$ cat src/rtl/hazard_scoreboard.sv
// Purpose : D-stage hazard scoreboard; tracks in-flight GRF writers through NSTAGE stages and times the MD unit.
// Latency : stall/fwd_sel are combinational from registered entries and current D inputs; a writer issued at edge t is seen at stage k in cycle t+k-1.
// Backpressure: stall freezes PC and F/D and injects a bubble into E; flush clears all tracked writers.
// Ports   : clk, reset_n (sync, active-low); d_valid/d_we/d_a3/d_tnew describe the D writer;
//           d_src/d_tuse give NREAD source channels; d_md_start/d_md_div/d_md_use drive MD timing;
//           flush clears entries; outputs stall, fwd_sel (NREAD x SELW, 0 = GRF, k = stage k bus), md_busy.
// Config  : define HS_MDU_EN to build the MD busy counter and MD stall; otherwise md_busy is tied 0.
module hazard_scoreboard #(
   parameter  int NREAD       = 2,
   parameter  int NSTAGE      = 3,
   parameter  int TW          = 2,
   parameter  int MD_MULT_CYC = 5,
   parameter  int MD_DIV_CYC  = 10,
   localparam int SELW        = $clog2(NSTAGE + 1)
) (
   input  logic                   clk,
   input  logic                   reset_n,
   input  logic                   d_valid,
   input  logic                   d_we,
   input  logic [4:0]             d_a3,
   input  logic [TW-1:0]          d_tnew,
   input  logic [NREAD*5-1:0]     d_src,
   input  logic [NREAD*TW-1:0]    d_tuse,
   input  logic                   d_md_start,
   input  logic                   d_md_div,
   input  logic                   d_md_use,
   input  logic                   flush,
   output logic                   stall,
   output logic [NREAD*SELW-1:0]  fwd_sel,
   output logic                   md_busy
);

   typedef struct packed {
      logic          vld;
      logic [4:0]    a3;
      logic [TW-1:0] tnew;
   } ent_t;

   // ent_q[0] is stage 1 (E), ent_q[NSTAGE-1] is stage NSTAGE (W)
   ent_t ent_q [NSTAGE];

   logic          issue;
   logic          data_stall;
   logic          md_stall;
   logic [4:0]    src;
   logic [TW-1:0] tuse;
   logic          found;
   logic [TW-1:0] hit_tnew;
   logic [SELW-1:0] hit_k;

   function automatic logic [TW-1:0] sat_dec(input logic [TW-1:0] t);
      return (t == '0) ? t : t - TW'(1);
   endfunction

   assign stall = d_valid & (data_stall | md_stall);
   assign issue = d_valid & ~stall;

   // Only the youngest matching writer is considered: an older stage may
   // hold a stale value of the same register.
   always_comb begin
      data_stall = 1'b0;
      fwd_sel    = '0;
      src        = '0;
      tuse       = '0;
      found      = 1'b0;
      hit_tnew   = '0;
      hit_k      = '0;
      for (int c = 0; c < NREAD; c++) begin
         src      = d_src[5*c +: 5];
         tuse     = d_tuse[TW*c +: TW];
         found    = 1'b0;
         hit_tnew = '0;
         hit_k    = '0;
         for (int k = 0; k < NSTAGE; k++) begin
            if (!found && ent_q[k].vld && (ent_q[k].a3 == src) && (src != 5'd0)) begin
               found    = 1'b1;
               hit_tnew = ent_q[k].tnew;
               hit_k    = SELW'(k + 1);
            end
         end
         if (found && (hit_tnew > tuse))
            data_stall = 1'b1;
         // tnew != 0 but not stalling: the result is picked up by a later
         // stage forwarder, so read the GRF path here.
         if (found && (hit_tnew == '0))
            fwd_sel[SELW*c +: SELW] = hit_k;
      end
   end

   always_ff @(posedge clk) begin
      if (!reset_n || flush) begin
         for (int k = 0; k < NSTAGE; k++)
            ent_q[k] <= '0;
      end else begin
         // A stalled D instruction leaves a bubble (vld=0) in stage 1.
         ent_q[0].vld  <= issue & d_we & (d_a3 != 5'd0);
         ent_q[0].a3   <= d_a3;
         ent_q[0].tnew <= d_tnew;
         for (int k = 1; k < NSTAGE; k++) begin
            ent_q[k].vld  <= ent_q[k-1].vld;
            ent_q[k].a3   <= ent_q[k-1].a3;
            ent_q[k].tnew <= sat_dec(ent_q[k-1].tnew);
         end
      end
   end

`ifdef HS_MDU_EN
   localparam int MD_MAX = (MD_DIV_CYC > MD_MULT_CYC) ? MD_DIV_CYC : MD_MULT_CYC;
   localparam int MDW    = $clog2(MD_MAX + 1);

   logic [MDW-1:0] md_cnt;

   // Loads at issue, so an MD consumer directly behind a start sees busy.
   // Flush deliberately leaves the counter alone: the unit keeps running.
   always_ff @(posedge clk) begin
      if (!reset_n)
         md_cnt <= '0;
      else if (issue && d_md_start)
         md_cnt <= d_md_div ? MDW'(MD_DIV_CYC) : MDW'(MD_MULT_CYC);
      else if (md_cnt != '0)
         md_cnt <= md_cnt - MDW'(1);
   end

   assign md_busy  = (md_cnt != '0);
   assign md_stall = d_valid & d_md_use & md_busy;
`else
   localparam int unused_md_cyc = MD_MULT_CYC + MD_DIV_CYC;
   logic unused_md_in;
   assign unused_md_in = ^{d_md_start, d_md_div, d_md_use};
   assign md_busy      = 1'b0;
   assign md_stall     = 1'b0;
`endif

endmodule

$ cat config.mk
export PLATFORM = sky130hd
export DESIGN_NAME = hazard_scoreboard
export DESIGN_NICKNAME = d
export VERILOG_FILES = /design/src/rtl/hazard_scoreboard.sv
export SDC_FILE = /design/constraint.sdc
export NUM_CORES = 1
export LEC_CHECK = 0
export ABC_CLOCK_PERIOD_IN_PS = 8000
export CAP_MARGIN = 20
export CORE_ASPECT_RATIO = 1.75
export CORE_MARGIN = 4
export CORE_UTILIZATION = 45
export DETAILED_ROUTE_END_ITERATION = 6
export PLACE_DENSITY_LB_ADDON = 0.15
export SYNTH_ARGS = -nofsm -noshare
export SYNTH_HDL_FRONTEND = slang
export SYNTH_SLANG_ARGS = --single-unit
export TNS_END_PERCENT = 30
$ cat constraint.sdc
create_clock -name clk -period 8 [get_ports clk]
set_clock_uncertainty 0.15 [all_clocks]
set_input_delay 1.2 -clock clk [delete_from_list [all_inputs] [get_ports clk]]
set_output_delay 1.2 -clock clk [all_outputs]
set_load 0.02 [all_outputs]
==> implementation parameters <==
Parameter                              Value

Status
  Run status ... finished clean

Power and ir drop
  Power Dens Cells ... ~140 mW/mm^2
  Peak supply drop ... 0.209 mV
  Leakage component of the power ... 0.664 nW

Global route
  Busiest grt layer ... met2
  Total global routing track utilization ... between 10% and 20%
  Global-route wire length before repair ... between 5000 and 6000 um
  Antenna violations before repair ... 0
  Met1 usage in global routing ... 17.1%
  Maximum number of pins on one net before global-route repair ... 25
  Number of global-route vias before repair ... 1285
  Met3 track demand over resource in global routing ... 3.09%
  Global routing met2 resource utilization ... between 30% and 40%
  Total grt overflow ... 0

Floorplan
  Row Count ... 26
  Initial standard-cell utilization of the core ... between 40% and 50%
  Vertical die dimension ... 82.0 um
  IO Pins ... 35
  CORE AREA ... 0.00296 sq mm
  Die outline area ... 0.00412 sq mm
  Floorplan die width ... 50.3 um

Route
  Number of antenna-violating nets in the routed design ... 0
  Drt wl/cell ... 13.7 um
  DRC violation count after routing ... 0
  Via count ... 1224
  Vias/cell ... 5.25
  Detailed-routing iteration count for the pre-antenna-repair pass ... 5
  Total routed wirelength ... between 3000 and 4000 um
  Initial DRC count ... 22

Worst setup path
  Endpoint arrival time on the critical path ... 4650 ps
  CP cell instances ... clkdlybuf4s50_1, or4_1, nor2_2, nor4_2, nor2_1, a221o_1, nor2b_1, ha_1, nor2b_1, o21ai_0, o21a_1, nor2b_1, clkdlybuf4s50_1
  Library cell contributing the largest single delay on the critical path ... sky130_fd_sc_hd__nor4_2
  CP Class ... input pin to output pin
  Setup crit start kind ... input pin
  Dominant cell type by count on the critical path ... sky130_fd_sc_hd__nor2b_1
  Stage delay of the slowest cell on the critical path ... 630 ps
  Setup slack of the most critical reg-to-reg path ... approximately 5200 ps
  Required arrival time at the worst endpoint ... 6650 ps
  Largest fanout on the critical path ... 8
  Crit. End Element ... output pin

Clock network
  Skew-Pair Late Insertion Delay ... 270 ps
  Num Clock Sinks ... 24
  Clock transition at the register clock pins on the worst setup and hold paths after CTS ... 80 ps
  Maximum root-to-sink buffer count ... 2
  Inserted Clock Buffers ... 3
  Post-CTS Setup Bufs ... 0
  CTS Root Cell ... sky130_fd_sc_hd__clkbuf_8
  CTS resizes ... 0
  Hold buffers post-CTS ... 0
  H-tree Lvls ... 1
  Clock tree from TritonCTS ... built

Worst hold path
  Hold crit path type ... flip-flop to flip-flop

Synthesis
  Synth area leader ... sky130_fd_sc_hd__dfxtp_1
  Number of nets produced by synthesis ... 192
  Area fraction of the dominant cell type after synthesis ... between 30% and 40%
  Syn Std Cell Area ... 0.00141 sq mm
  Cell count after synthesis ... 159
  Library cells used by synthesis ... 37
  Warnings from Yosys ... 0
  #FFs+latches synth ... 24
  Register area share after synthesis ... 34.1%
  Avg Inst Size Synth ... 8.85 sq um
  Top cells by area, synth ... sky130_fd_sc_hd__dfxtp_1 (34%), sky130_fd_sc_hd__xnor2_1 (16%), sky130_fd_sc_hd__and2_1 (8.4%)

Placement
  Gpl congestion ... 0.849
  Detailed placer's ending HPWL ... 2700 um
  Number of buffers inserted by port buffering ... 30

Finish
  Number of diodes added for antenna fixing ... 0
  Layout overhead on the synthesized area ... 29.6%
  Final Net Count ... 225
  Top flop regs ... ent_q x24
  Max FFs per register ... 24
  Fraction of layout instances using a drive strength above 1 ... roughly 6.3%
  Number of filler instances in the final layout ... 245
  Top register by number of flip-flops ... ent_q

STA
  Peak Freq ... 167 MHz
  Number of failing setup endpoints in the final timing report ... 0
  Share of the clock period used by the worst path ... 75.0%
  Hold violation total from the final report ... 0
  Unrepaired setup endpoints after global routing ... no
  Total negative setup slack ... 0 ps
  Slew Limit Headroom ... 56.1%
  Final-layout worst hold slack ... about 350 ps
  Minimum clock period ... about 6000 ps
  Slew at the pin with the worst max-slew slack ... 653 ps
  Final max-slew violation count ... 0

Flow run
  Max-cap violations ... 0
[cells by family after synthesis]
| group | Yosys count | synth area share [%] |
|---|---|---|
| and+or+nand+nor | 76 | 32.5 |
| buffers and inverters | 9 | 2.67 |
| adders and majority gates | 4 | 3.56 |
| DFF | 24 | 34.1 |
| AOI/OAI and AO/OA | 18 | 10.0 |
| xor gates and xnor gates | 27 | 16.8 |
| other | 1 | 0.266 |
[power breakdown]
group / internal, mW / switching (mW)
registers: 0.122 / 0.00270
clock network: 0.0669 / 0.0375
logic: 0.0209 / 0.0142
[synthesized netlist by cell type, drive strengths merged]
cell type,number
o31ai,1
xor2,2
o22ai,1
o21a,2
a21oi,5
nand2,7
and2,19
nand4,5
nand3,2
ha,4
and3,4
inv,6
conb,1
o2111ai,1
a22o,1
buf,1
a221o,2
nor2,11
nand2b,1
nor4,5
nor2b,5
or2,1
nor3,8
xnor2,25
or3,4
nand3b,1
clkbuf,2
a311oi,2
o21ai,2
or4,2
dfxtp,24
or2b,1
o311a,1
[layout by cell type (no fill, tap or decap), types with 2 or more instances in the layout]
cell,instances
sky130_fd_sc_hd__a311oi_2,2
sky130_fd_sc_hd__o21a_1,2
sky130_fd_sc_hd__nand4_1,5
sky130_fd_sc_hd__nand2_1,7
sky130_fd_sc_hd__o21ai_0,2
sky130_fd_sc_hd__dfxtp_1,24
sky130_fd_sc_hd__nor2b_1,5
sky130_fd_sc_hd__xnor2_1,25
sky130_fd_sc_hd__nor4_2,2
sky130_fd_sc_hd__and3_1,4
sky130_fd_sc_hd__inv_1,6
sky130_fd_sc_hd__nor4_1,3
sky130_fd_sc_hd__a21oi_1,5
sky130_fd_sc_hd__a221o_1,2
sky130_fd_sc_hd__clkbuf_8,3
sky130_fd_sc_hd__xor2_1,2
sky130_fd_sc_hd__nor2_1,9
sky130_fd_sc_hd__or3_1,4
sky130_fd_sc_hd__and2_1,19
sky130_fd_sc_hd__ha_1,4
sky130_fd_sc_hd__nor3_1,8
sky130_fd_sc_hd__nand3_1,2
sky130_fd_sc_hd__clkdlybuf4s50_1,30
[stage by stage]
step / setup WS [ps] / power (mW) / utilization (%) / cells / cell area (sq um)
finish: 2000 / 0.264 / 61.6 / 233 / 1820
global placement: 2120 / 0.161 / 59.0 / 228 / 1750
CTS: 1990 / 0.267 / 61.4 / 232 / 1820
global route: 1730 / 0.277 / 61.6 / 233 / 1820
floorplan: 3180 / 0.143 / - / 159 / 1410
detailed placement: 1980 / 0.162 / 59.0 / 228 / 1750
[final timing paths]
path | endpoint | cells after the start | from
setup reg to reg | ent_q[0][7] | 11 | ent_q[1][5]
hold / removal | ent_q[1][7] | 1 | ent_q[0][7]
hold reg to reg | ent_q[1][7] | 1 | ent_q[0][7]
setup / recovery | stall | 13 | d_src[3]
[metal layers]
metal  vias up  wire, um
li1        621         -
met1       557      1200
met2        36      1730
met3        10       149
met4         0       121
met5         -         0
[final cells by class]
| class | instances | area [sq um] | area share, % |
|---|---|---|---|
| flip-flops and latches | 24 | 480 | 26.3 |
| inverters | 6 | 22.5 | 1.23 |
| repair buffers | 31 | 308 | 16.9 |
| well taps | 42 | 52.6 | 2.88 |
| clock buffers | 3 | 41.3 | 2.26 |
| clock inverters | 1 | 30.0 | 1.65 |
| multi-input cells | 126 | 890 | 48.8 |
[worst max-delay path, delay by kind of cell]
kind / cells / cell delay [ps]
fa+ha+maj: 1 / 290
compound gates: 3 / 610
buf+inv: 2 / 1210
simple gates: 7 / 1340
Power figures use the tool's default switching activity.
